==> src/rtl/sdram_port_arbiter.sv <==
`default_nettype none
// ============================================================================
// Module   : sdram_port_arbiter
// Purpose  : Converts level-style RAM strobes of NCH clients into the toggle
//            req/ack handshake of one SDRAM port. Each client has a one-deep
//            pending slot with a sticky overflow flag. Grants are round-robin.
// Revision : 1.0  initial release
// ============================================================================
module sdram_port_arbiter #(
  parameter int NCH = 2,
  parameter int AW  = 16
) (
  input  logic              clk_sys,
  input  logic              reset,
  input  logic [NCH-1:0]    ch_cs,
  input  logic [NCH-1:0]    ch_oe,
  input  logic [NCH-1:0]    ch_we,
  input  logic [NCH*AW-1:0] ch_addr,
  input  logic [NCH*8-1:0]  ch_d,
  output logic [NCH*8-1:0]  ch_q,
  output logic [NCH-1:0]    ch_done,
  output logic [NCH-1:0]    ch_busy,
  output logic [NCH-1:0]    ch_ovf,
  output logic              mem_req,
  input  logic              mem_ack,
  output logic [AW-1:0]     mem_a,
  output logic              mem_we,
  output logic [1:0]        mem_ds,
  output logic [15:0]       mem_d,
  input  logic [15:0]       mem_q
);

  localparam int LW = (NCH > 1) ? $clog2(NCH) : 1;

  typedef enum logic [0:0] {
    ST_IDLE = 1'b0,
    ST_WAIT = 1'b1
  } state_t;

  state_t            state;
  logic [LW-1:0]     last;      // most recently granted channel
  logic [LW-1:0]     gnt;       // channel owning the in-flight access

  logic [NCH-1:0]    old_rd;
  logic [NCH-1:0]    old_wr;
  logic [NCH*AW-1:0] old_a;

  logic [NCH-1:0]    pend_valid;
  logic [NCH-1:0]    pend_we;
  logic [AW-1:0]     pend_addr [NCH];
  logic [7:0]        pend_d    [NCH];

  logic [NCH-1:0]    ev;
  logic [NCH-1:0]    ev_we;

  logic              sel_found;
  logic [LW-1:0]     sel;
  logic [AW-1:0]     sel_addr;
  logic              sel_we;
  logic [7:0]        sel_d;
  logic              grant;
  logic [NCH-1:0]    grant_oh;

  // Detect new requests: read/write rising edges, or a read held while the address moves.
  // A write edge wins over a coincident read condition.
  always_comb begin
    ev    = '0;
    ev_we = '0;
    for (int i = 0; i < NCH; i++) begin
      ev_we[i] = ch_cs[i] & ch_we[i] & ~old_wr[i];
      ev[i]    = ev_we[i] |
                 (ch_cs[i] & ch_oe[i] &
                  (~old_rd[i] | (ch_addr[i*AW +: AW] != old_a[i*AW +: AW])));
    end
  end

  // Registered copies of the strobes and addresses for edge/change detection.
  always_ff @(posedge clk_sys or posedge reset) begin
    if (reset) begin
      old_rd <= '0;
      old_wr <= '0;
      old_a  <= '0;
    end else begin
      old_rd <= ch_cs & ch_oe;
      old_wr <= ch_cs & ch_we;
      old_a  <= ch_addr;
    end
  end

  // Round-robin pick: first valid slot above 'last', else wrap to the lowest valid slot.
  always_comb begin
    sel_found = 1'b0;
    sel       = '0;
    for (int i = 0; i < NCH; i++) begin
      if (!sel_found && pend_valid[i] && (LW'(i) > last)) begin
        sel_found = 1'b1;
        sel       = LW'(i);
      end
    end
    for (int i = 0; i < NCH; i++) begin
      if (!sel_found && pend_valid[i]) begin
        sel_found = 1'b1;
        sel       = LW'(i);
      end
    end
    grant    = (state == ST_IDLE) && sel_found;
    sel_addr = '0;
    sel_we   = 1'b0;
    sel_d    = '0;
    grant_oh = '0;
    for (int i = 0; i < NCH; i++) begin
      if (sel == LW'(i)) begin
        sel_addr = pend_addr[i];
        sel_we   = pend_we[i];
        sel_d    = pend_d[i];
      end
      grant_oh[i] = grant && (sel == LW'(i));
    end
  end

  // Pending slots: latest event wins; overwriting an ungranted slot sets the sticky flag.
  // An event landing on the grant cycle refills the slot without flagging overflow.
  always_ff @(posedge clk_sys or posedge reset) begin
    if (reset) begin
      pend_valid <= '0;
      pend_we    <= '0;
      ch_ovf     <= '0;
      for (int i = 0; i < NCH; i++) begin
        pend_addr[i] <= '0;
        pend_d[i]    <= '0;
      end
    end else begin
      for (int i = 0; i < NCH; i++) begin
        if (ev[i]) begin
          pend_valid[i] <= 1'b1;
          pend_we[i]    <= ev_we[i];
          pend_addr[i]  <= ch_addr[i*AW +: AW];
          pend_d[i]     <= ch_d[i*8 +: 8];
          if (pend_valid[i] && !grant_oh[i]) begin
            ch_ovf[i] <= 1'b1;
          end
        end else if (grant_oh[i]) begin
          pend_valid[i] <= 1'b0;
        end
      end
    end
  end

  // Access sequencer: issue the granted slot with a req toggle, then wait for ack equality.
  always_ff @(posedge clk_sys or posedge reset) begin
    if (reset) begin
      state   <= ST_IDLE;
      last    <= LW'(NCH - 1);
      gnt     <= '0;
      mem_req <= 1'b0;
      mem_a   <= '0;
      mem_we  <= 1'b0;
      mem_ds  <= 2'b00;
      mem_d   <= '0;
      ch_q    <= '0;
      ch_done <= '0;
    end else begin
      ch_done <= '0;
      case (state)
        ST_IDLE: begin
          if (grant) begin
            mem_a   <= sel_addr;
            mem_we  <= sel_we;
            mem_ds  <= sel_we ? (sel_addr[0] ? 2'b10 : 2'b01) : 2'b11;
            mem_d   <= {sel_d, sel_d};
            mem_req <= ~mem_req;
            last    <= sel;
            gnt     <= sel;
            state   <= ST_WAIT;
          end
        end
        ST_WAIT: begin
          if (mem_ack == mem_req) begin
            for (int i = 0; i < NCH; i++) begin
              if (gnt == LW'(i)) begin
                if (!mem_we) begin
                  ch_q[i*8 +: 8] <= mem_a[0] ? mem_q[15:8] : mem_q[7:0];
                end
                ch_done[i] <= 1'b1;
              end
            end
            state <= ST_IDLE;
          end
        end
        default: state <= ST_IDLE;
      endcase
    end
  end

  // A channel is busy while its slot is full or it owns the in-flight access.
  always_comb begin
    for (int i = 0; i < NCH; i++) begin
      ch_busy[i] = pend_valid[i] | ((state == ST_WAIT) && (gnt == LW'(i)));
    end
  end

endmodule
`default_nettype wire

==> config.mk <==
export PLATFORM = sky130hd
export DESIGN_NAME = sdram_port_arbiter
export DESIGN_NICKNAME = d
export VERILOG_FILES = /design/src/rtl/sdram_port_arbiter.sv
export SDC_FILE = /design/constraint.sdc
export NUM_CORES = 1
export LEC_CHECK = 0
export CAP_MARGIN = 15
export CORE_MARGIN = 8
export CORE_UTILIZATION = 35
export CTS_CLUSTER_DIAMETER = 30
export CTS_CLUSTER_SIZE = 30
export DETAILED_ROUTE_END_ITERATION = 8
export MAX_ROUTING_LAYER = met4
export PLACE_DENSITY_LB_ADDON = 0.1
export SKIP_LAST_GASP = 1
export SYNTH_ARGS = -nofsm -noshare
export SYNTH_HDL_FRONTEND = slang
export SYNTH_SLANG_ARGS = --single-unit
export TNS_END_PERCENT = 30
==> constraint.sdc <==
create_clock -name clk_sys -period 14 [get_ports clk_sys]
set_input_delay 4.2 -clock clk_sys [delete_from_list [all_inputs] [get_ports clk_sys]]
set_output_delay 4.2 -clock clk_sys [all_outputs]
set_load 0.005 [all_outputs]
# Word-level counts from Yosys, hierarchy flattened
# Cells that the tools add are included.
[word_totals]
register_bits = 147
inputBits = 73
output_inout_bits = 58
[op_classes]
order_cmp = 2
eq_ne = 3
muxes = 24
bitwise = 25
reduce_logical = 24
[op_table]
columns = ["cell", "count"]
rows = [
  ["inequality test 16 bit", 2],
  ["2-to-1 mux 1 bit", 16],
  ["2-to-1 mux 16 bit", 1],
  ["2-to-1 mux 8 bit", 2],
  ["logical AND 1 bit", 12],
  ["NOT 1 bit", 9],
  ["AND 1 bit", 8],
  ["2-to-1 mux 2 bit", 4],
  ["AND reduction 4 bit", 2],
  ["bitwise OR 1 bit", 6],
  ["AND reduction 2 bit", 3],
  ["zero test 1 bit", 5],
  ["AND 2 bit", 2],
  ["nonzero test 2 bit", 2],
  ["greater-than comparator 1 bit (first input constant)", 2],
  ["case mux 1 bit (2 select lines)", 1],
  ["== test 1 bit", 1],
]

# Logic depth before layout (Yosys ltp)
# Gate-level depths: netlist of run 1.
[logic_depth]
depth_word = 18
ltp_mapped = 7

# Worst setup path before layout of run 1
# Ideal clock, no wire load.
[synth_path]
kind = "input to register"
start = "input port ch_addr[19]"
end = "register pend_valid[1]"
setup_time_ns = 0.124
arrival_ns = 5.145
setup_slack_ns = 8.731
stages = 6
path_cell_list = "xnor2_1 nand4_1 nor3_2 buf_4 a21oi_1 a211o_1"
[synth_via]
elab_chain_cells = 5
elab_cells_between_ends = 6
[synth_lines]
columns = ["element", "line", "rtl"]
rows = [
  ["from (decl)", "18", "input logic [NCH*AW-1:0] ch_addr,"],
  ["inequality test 16 bit (*)", "73", "(~old_rd[i] | (ch_addr[i*AW +: AW] != old_a[i*AW +: AW])));"],
  ["bitwise OR 1 bit (*)", "73", ""],
  ["AND 1 bit (*)", "72", "(ch_cs[i] & ch_oe[i] &"],
  ["bitwise OR 1 bit (*)", "71", "ev[i] = ev_we[i] |"],
  ["2-to-1 mux 1 bit or nonzero test 2 bit (tied branches)", "n/a", ""],
  ["to (signal assigned)", "125", "pend_valid <= '0;"],
  ["to (signal, indexed assignment)", "135", "pend_valid[i] <= 1'b1;"],
  ["to (signal, indexed assignment)", "143", "pend_valid[i] <= 1'b0;"],
  ["to (decl)", "48", "logic [NCH-1:0] pend_valid;"],
]
# Every way passes the cells marked *; elsewhere a longest branch is shown, timed or not.
# A chain may end at the register's enable or synchronous reset.

# Worst setup path in the final report of run 1
[layout_path]
start = "input port ch_cs[0]"
end = "register ch_ovf[0]"
[layout_via]
elab_chain_cells = 4
elab_cells_between_ends = 6
[layout_lines]
columns = ["element", "line", "rtl"]
rows = [
  ["from (decl)", "15", "input logic [NCH-1:0] ch_cs,"],
  ["AND 1 bit, on equally long branches (2 in series)", "70, 72", ""],
  ["bitwise OR 1 bit (*)", "71", ""],
  ["AND reduction 2 bit (no source line) (*)", "n/a", ""],
  ["to (signal assigned)", "127", "ch_ovf <= '0;"],
  ["to (signal, indexed assignment)", "140", "ch_ovf[i] <= 1'b1;"],
  ["to (decl)", "23", "output logic [NCH-1:0] ch_ovf,"],
]
# Marks and branches as above.

==> results.md, run 1 <==
* Max-slew violations at 0
* Routability cong. at 0.774
* WS Path Type: input port to register
* Sw Ratio at a little under a third
* Area contributors post-synth: dfrtp_1 (51%), o211a_1 (7.0%), nand2_1 (5.8%)
* Hold Startpoint: last
* Count of different cell masters after synthesis at 35
* Clock power frac at a little under a third
* # IOs at between 100 and 150
* DP HPWL at 13.2 mm
* Critical Path AT at roughly 7 ns
* Fraction of registers with async set/reset at between 90% and 100%
* Adder-Cell Fraction of Synth Area at 0%
* Buf/Inv on CP at 2
* Routed WL at 19.3 mm
* Vias per std cell at about 5.4
* WHS Endpoint: last
* Post-cts gate resize count at 0
* CP cell instances: clkdlybuf4s50_1, nand2_1, clkinv_1, or3_1, o21ai_0, a21oi_1
* Share of cells above drive strength 1 at between 7 and 8%
* Power density cells at around 180 nW/um^2
* CP max-delay cell: clkinv_1
* Most used DFF post-synth: dfrtp_1
* Reg clk slew, reported paths at 0.06 ns
* R2r endpoint: pend_valid[1]
* Seq pwr share at a little under two fifths
* H-tree Lvls at 4
* CTS Hold Bufs at 0
* Layout Nets at 856
* First-pass GRT wire length at 31.1 mm
* RR Startpoint: old_a[28]
* Worst Tran Pin Value at around 1.0 ns
* Most frequent cells after synthesis: dfrtp_1 (138), nand2_1 (106), nand4_1 (54)
* EDFF count, synth at 0
* Worst setup SP type: input port
* Yosys reg bits at between 100 and 150
* Largest net degree at the start of global routing at 84
* Syn-to-layout area delta at 30.4%
* Leak at ~3.7 nW
* Die Y-Extent at between 150 and 200 um
* Cell internal pwr at 1.10 mW
* Final Hold Vio Count at 0
* Slew HR at roughly a third
* Post-Synthesis Cell Area at 6820 um^2
* Tmin final at about 6.8 ns
* Grt ovf at 0
* Setup Skew at ~0.0083 ns
* Syn. warnings at 0
* Setup crit end kind: register
* Hold crit path type: register to register
* CTS tree: built
* Synth area leader: dfrtp_1
* CTS buffer count at 17
* Placed Cells at just over 1000
* Final ANT Viol Nets at 0
* DRT Pass-1 Iters at 5
* Setup Viol. Count Final at 0
* Antenna violations before repair at 0
* Multiplexer area fraction after synthesis at between 1 and 1.5%
* Hold Slack at approximately 0.47 ns
* Rows at 51
* Initial core utilization at between 30% and 40%
* CP peak stage delay at just under 1 ns
* Hold-critical path depth at 2
* Post-synthesis compound-gate area fraction at 18.7%
* Die area at between 20000 and 25000 um^2
* Setup Buffers After CTS at 0
* GRT Util Overall at 16.5%
* Core Region at 19300 um^2
* CTS Buffer Depth at 2
* Synth Net Count at 760
* Combinational power share at 31.5%
* First DRT Iteration DRCs at 424
* Synth Area in XOR/XNOR at about 4.4%
* Peak Freq at approximately 150 MHz
* RSZ-0062 raised after global routing: no
* Number of diodes at 0
* Worst-path maximum fanout at 26
* Setup TNS at 0 ns
* Vias in the first global route at ~5700
* Status: finished, final reports clean
* Number of I/O port buffers at 130
* Clock Sink Count at 139
* Die width at 156 um
* Crit path max-delay family: buffers and inverters
* Largest family of logic cells by synthesized area: compound AO/OA/AOI/OAI gates
* Synth Area in Simple Gates at between 10% and 20%
* Final period util at about half
* Crit path required time at around 14 ns
* Fin cells at ~1100
* Switch Pwr at around 0.49 mW
* Yosys top cell area share at between 50% and 60%
* Root Driver: clkbuf_16
* Post-DR wirelength/cell at 18.2 um
* Sequential share of the synthesized area at 51.0%
* DRC Markers at 0
* VDD IR max at 100 uV
* Max_cap viols at 0
* Clock Latency Late Sink at approximately 0.42 ns
* Worst R2R Setup Slack at 11.78 ns
* Crit. path cell count at 6
* Count leader, synth: dfrtp_1
* Post-synthesis instance total at between 600 and 700
* Vias at about 5700
* Worst R2R Path Depth at 6
* Post-synthesis average cell area at 9.93 um^2
[layout by cell type, fill, tap and decap left out, drive strengths merged, types with 24 or more instances in the layout]
cell,synthesis,layout
dfrtp,138,138
clkdlybuf4s50,0,130
nand2,106,106
nand4,54,54
nand3,50,50
o211a,48,48
o211ai,48,48
xnor2,34,34
inv,28,30
nor2,24,24
[worst max path at each step]
stage	startpoint	endpoint	slack [ns]
final	ch_cs[0]	ch_ovf[0]	7.18
after global routing	ch_cs[0]	ch_ovf[0]	6.91
after CTS	ch_cs[0]	ch_ovf[0]	7.17
after detailed placement	ch_cs[0]	ch_ovf[0]	6.73
after global placement	ch_cs[0]	ch_ovf[0]	6.83
after floorplan	reset	ch_done[0]	6.08
[power groups by stage]
stage	registers (mW)	clock network [mW]	logic (mW)
finish	0.606	0.480	0.501
global placement	0.610	0	0.491
detailed placement	0.614	0	0.500
floorplan	0.582	0	0.276
CTS	0.608	0.492	0.503
global route	0.621	0.508	0.555
[cells by family (layout without fill, tap and decap cells)]
family | after synthesis | after routing
xor+xnor | 34 | 34
mux | 8 | 8
flops | 139 | 139
buf+inv | 94 | 203
simple gates | 257 | 257
compound gates | 155 | 155
[final cells by class]
| cell class | instances | area (um^2) |
|---|---|---|
| fill | 1816 | 10400 |
| inverter | 30 | 118 |
| sequential | 139 | 3480 |
| tap | 265 | 332 |
| multi-input combinational | 454 | 2930 |
| clock inverter | 13 | 191 |
| clock buffer | 19 | 443 |
| timing repair buffer | 141 | 1400 |
[worst min-delay path, cell delays in order (launching register included)]
cell	delay, ns
dfstp_2	0.38
nand2_1	0.05
nand2_1	0.05
[stage by stage]
| stage | setup WS, ns | power (mW) | util, % | instance area (um^2) |
|---|---|---|---|---|
| after floorplan | 6.08 | 0.858 | - | 6820 |
| after global placement | 6.83 | 1.10 | 42.6 | 8220 |
| after detailed placement | 6.73 | 1.11 | 42.6 | 8220 |
| after CTS | 7.17 | 1.60 | 45.9 | 8850 |
| after global routing | 6.91 | 1.68 | 46.1 | 8890 |
| final | 7.18 | 1.59 | 46.1 | 8890 |
[registers in the layout, indices dropped and copies added (netlist names)]
signal	flops
mem_req	1
pend_addr	32
pend_valid	2
mem_d	8
old_rd	2
ch_q	16
old_a	32
gnt	1
pend_we	2
pend_d	16
mem_we	1
old_wr	2
mem_ds	2
mem_a	16
last	1
ch_ovf	2
state	1
ch_done	2
[layer usage]
layer / share of wire (%) / up-vias / wire length (um) / GRT usage [%]
li1: - / 2706 / - / -
met1: 45 / 2808 / 8620 / 20.7
met2: 47 / 162 / 9040 / 25.6
met3: 6.4 / 28 / 1230 / 3.93
met4: 2.2 / 0 / 422 / 6.42
met5: 0 / - / 0 / -
Power figures use the tool's default switching activity.
==> inputs of run 2 (changes only) <==
clock period = 6.6 ns   (was 14 ns; I/O delays follow)
==> run 2 against run 1 <==
Global-route usage is 0.11 points higher; power up 110%; register-to-register slack worse by 7.5 ns; non-clock buffer count increased by 2; hold slack about the same; largest cell class unchanged.
==> results.md, run 2 (synthesis gave the netlist of run 1 again) <==
* Status: finished, final reports clean
* Power Total at 3.38 mW (+110%)
* Commonest non-fill, non-tap cells in the layout: dfrtp_1 (138), clkdlybuf4s50_1 (130), nand2_1 (106)
* CP cell instances: clkdlybuf4s50_1, xnor2_1, nand4_1, nor2_2, buf_4, o211a_1, o211ai_1
* Core Region at 19300 um^2 (unchanged)
* Hold crit path type: register to register
* Slew HR at 24.8% (-8.1 points)
* Root Driver: clkbuf_16
* Leak at 3.70 nW (+0.74%)
* Vias in the first global route at 5722 (+0.052%)
* VDD IR max at 243 uV (+140%)
* Layout Nets at 858 (+0.23%)
* Die width at 156 um (unchanged)
* CTS buffer count at 17 (unchanged)
* Max_cap viols at 0 (unchanged)
* Buf/Inv on CP at 2 (unchanged)
* Worst setup margin at 2.53 ns (-4.65 ns)
* First-pass GRT wire length at 31.0 mm (-0.22%)
* Critical Path AT at 4.35 ns (-2.75 ns)
* Switch Pwr at 1.04 mW (+110%)
* Final Hold Vio Count at 0 (unchanged)
* Filler instances at 1807 (-0.50%)
* GRT Util Overall at 16.7% (+0.11 points)
* DP HPWL at 13.4 mm (+1.8%)
* WS Path Type: input port to register
* Vias at 5760 (+0.98%)
* Die area at 24200 um^2 (unchanged)
* Antenna violations before repair at 0 (unchanged)
* Crit path max-delay family: simple AND/OR/NAND/NOR gates
* Seq pwr share at 38.1% (about the same)
* Clock power frac at 30.3% (about the same)
* Setup Skew at 0.0117 ns (+0.00341 ns)
* Final ANT Viol Nets at 0 (unchanged)
* Routability cong. at 0.760 (-1.8%)
* Cell internal pwr at 2.34 mW (+110%)
* CP peak stage delay at 0.89 ns (-0.10 ns)
* Commonest non-fill, non-tap cell in the layout: dfrtp_1
* Number of I/O port buffers at 130 (unchanged)
* Worst Tran Pin Value at 1.13 ns (+0.122 ns)
* Share of cells above drive strength 1 at 7.52% (+0.36 points)
* RSZ-0062 raised after global routing: no
* Die Y-Extent at 156 um (unchanged)
* Setup TNS at 0 ns (unchanged)
* Biggest regs: old_a (32), pend_addr (32)
* Number of diodes at 0 (unchanged)
* CTS tree: built
* Initial core utilization at 35.4% (unchanged)
* Register area at 3480 um^2 (unchanged)
* # IOs at 131 (unchanged)
* Peak Freq at 246 MHz
* Final period util at roughly three fifths
* Max-slew violations at 0 (unchanged)
* Vias per std cell at 5.42 (+0.79%)
* CP max-delay cell: nor2_2
* DRC Markers at 0 (unchanged)
* Largest net degree at the start of global routing at 104 (+24%)
* Sw Ratio at 30.8% (-0.19 points)
* Worst setup SP type: input port
* Combinational power share at 31.6% (about the same)
* Reg clk slew, reported paths at 0.06 ns (about the same)
* Worst-path maximum fanout at 27 (+3.8%)
* Rows at 51 (unchanged)
* Clock Latency Late Sink at 0.43 ns (about the same)
* Tmin final at 4.07 ns
* DRT Pass-1 Iters at 7 (+2)
* H-tree Lvls at 4 (unchanged)
* Syn-to-layout area delta at 30.8%
* Setup crit end kind: register
* Crit path required time at 6.88 ns (-7.39 ns)
* Power density cells at 379 nW/um^2 (+110%)
* Setup Viol. Count Final at 0 (unchanged)
* Routed WL at 19.4 mm (+0.46%)
* Grt ovf at 0 (unchanged)
* CTS Buffer Depth at 2 (unchanged)
* Post-DR wirelength/cell at 18.3 um (+0.27%)
* Post-cts gate resize count at 0 (unchanged)
* Clock Sink Count at 139 (unchanged)
* CTS Hold Bufs at 0 (unchanged)
* First DRT Iteration DRCs at 547 (+29%)
* Multi-input logic area at 2930 um^2 (unchanged)
* Setup Buffers After CTS at 0 (unchanged)
* Placement Setup Slack at 2.06 ns (-4.66 ns)
-- run 2: cell count changes in the layout (fill, tap and decap cells not counted) --
| cell | change |
|---|---|
| buf_16 | +1 |
| buf_4 | +2 |
| buf_6 | -1 |
| clkbuf_1 | -1 |
| clkbuf_8 | +2 |
| clkinv_2 | +4 |
| clkinv_4 | -2 |
| clkinvlp_4 | -1 |
| inv_6 | -2 |
-- run 2: worst paths after layout --
| path | start | to | slack [ns] | cells past startpoint |
|---|---|---|---|---|
| setup / recovery | ch_addr[11] | pend_d[10] | 2.53 | 7 |
| hold / removal | last | last | 0.47 | 2 |
| setup reg to reg | old_a[28] | pend_addr[9] | 4.24 | 6 |
| hold reg to reg | last | last | 0.47 | 2 |
| max in group asynchronous | reset | ch_q[4] | 3.39 | 3 |
| min in group asynchronous | reset | old_a[6] | 2.10 | 2 |
-- run 2: area by class of cell --
type                       count  share of cell area (%)
multi-input combinational    454                    32.8
clock inverter                12                    1.89
timing repair buffer         143                    16.1
sequential                   139                    39.0
inverter                      30                    1.32
tap                          265                    3.72
clock buffer                  20                    5.23
-- run 2: layer usage --
layer / GRT usage (%) / wire length [um] / share of wire, % / vias up
met5: - / 0 / 0 / -
met4: 7.35 / 497 / 2.6 / 0
met3: 3.66 / 1180 / 6.1 / 34
met2: 25.6 / 9160 / 47 / 188
met1: 20.9 / 8560 / 44 / 2822
li1: - / - / - / 2716
-- run 2: worst min-delay path, cell delays in order, from the launching register on --
cell and delay, ns:
dfstp_2 0.37, nand2_1 0.05, nand2_1 0.05
-- run 2: through the flow --
| stage | std cells | instance area (um^2) | hold WS [ns] | util [%] |
|---|---|---|---|---|
| global route | 1063 | 8920 | 0.490 | 46.3 |
| detailed placement | 1028 | 8230 | 0.466 | 42.7 |
| finish | 1063 | 8920 | 0.473 | 46.3 |
| floorplan | 687 | 6820 | 0.450 | - |
| CTS | 1060 | 8870 | 0.475 | 46.0 |
| global placement | 1028 | 8230 | 0.460 | 42.7 |
-- run 2: power groups by stage --
stage / clock network (mW) / logic (mW) / registers (mW)
final: 1.03 / 1.07 / 1.29
after global routing: 1.09 / 1.18 / 1.32
after CTS: 1.05 / 1.07 / 1.29
after detailed placement: 0 / 1.06 / 1.30
after global placement: 0 / 1.04 / 1.29
after floorplan: 0 / 0.585 / 1.24
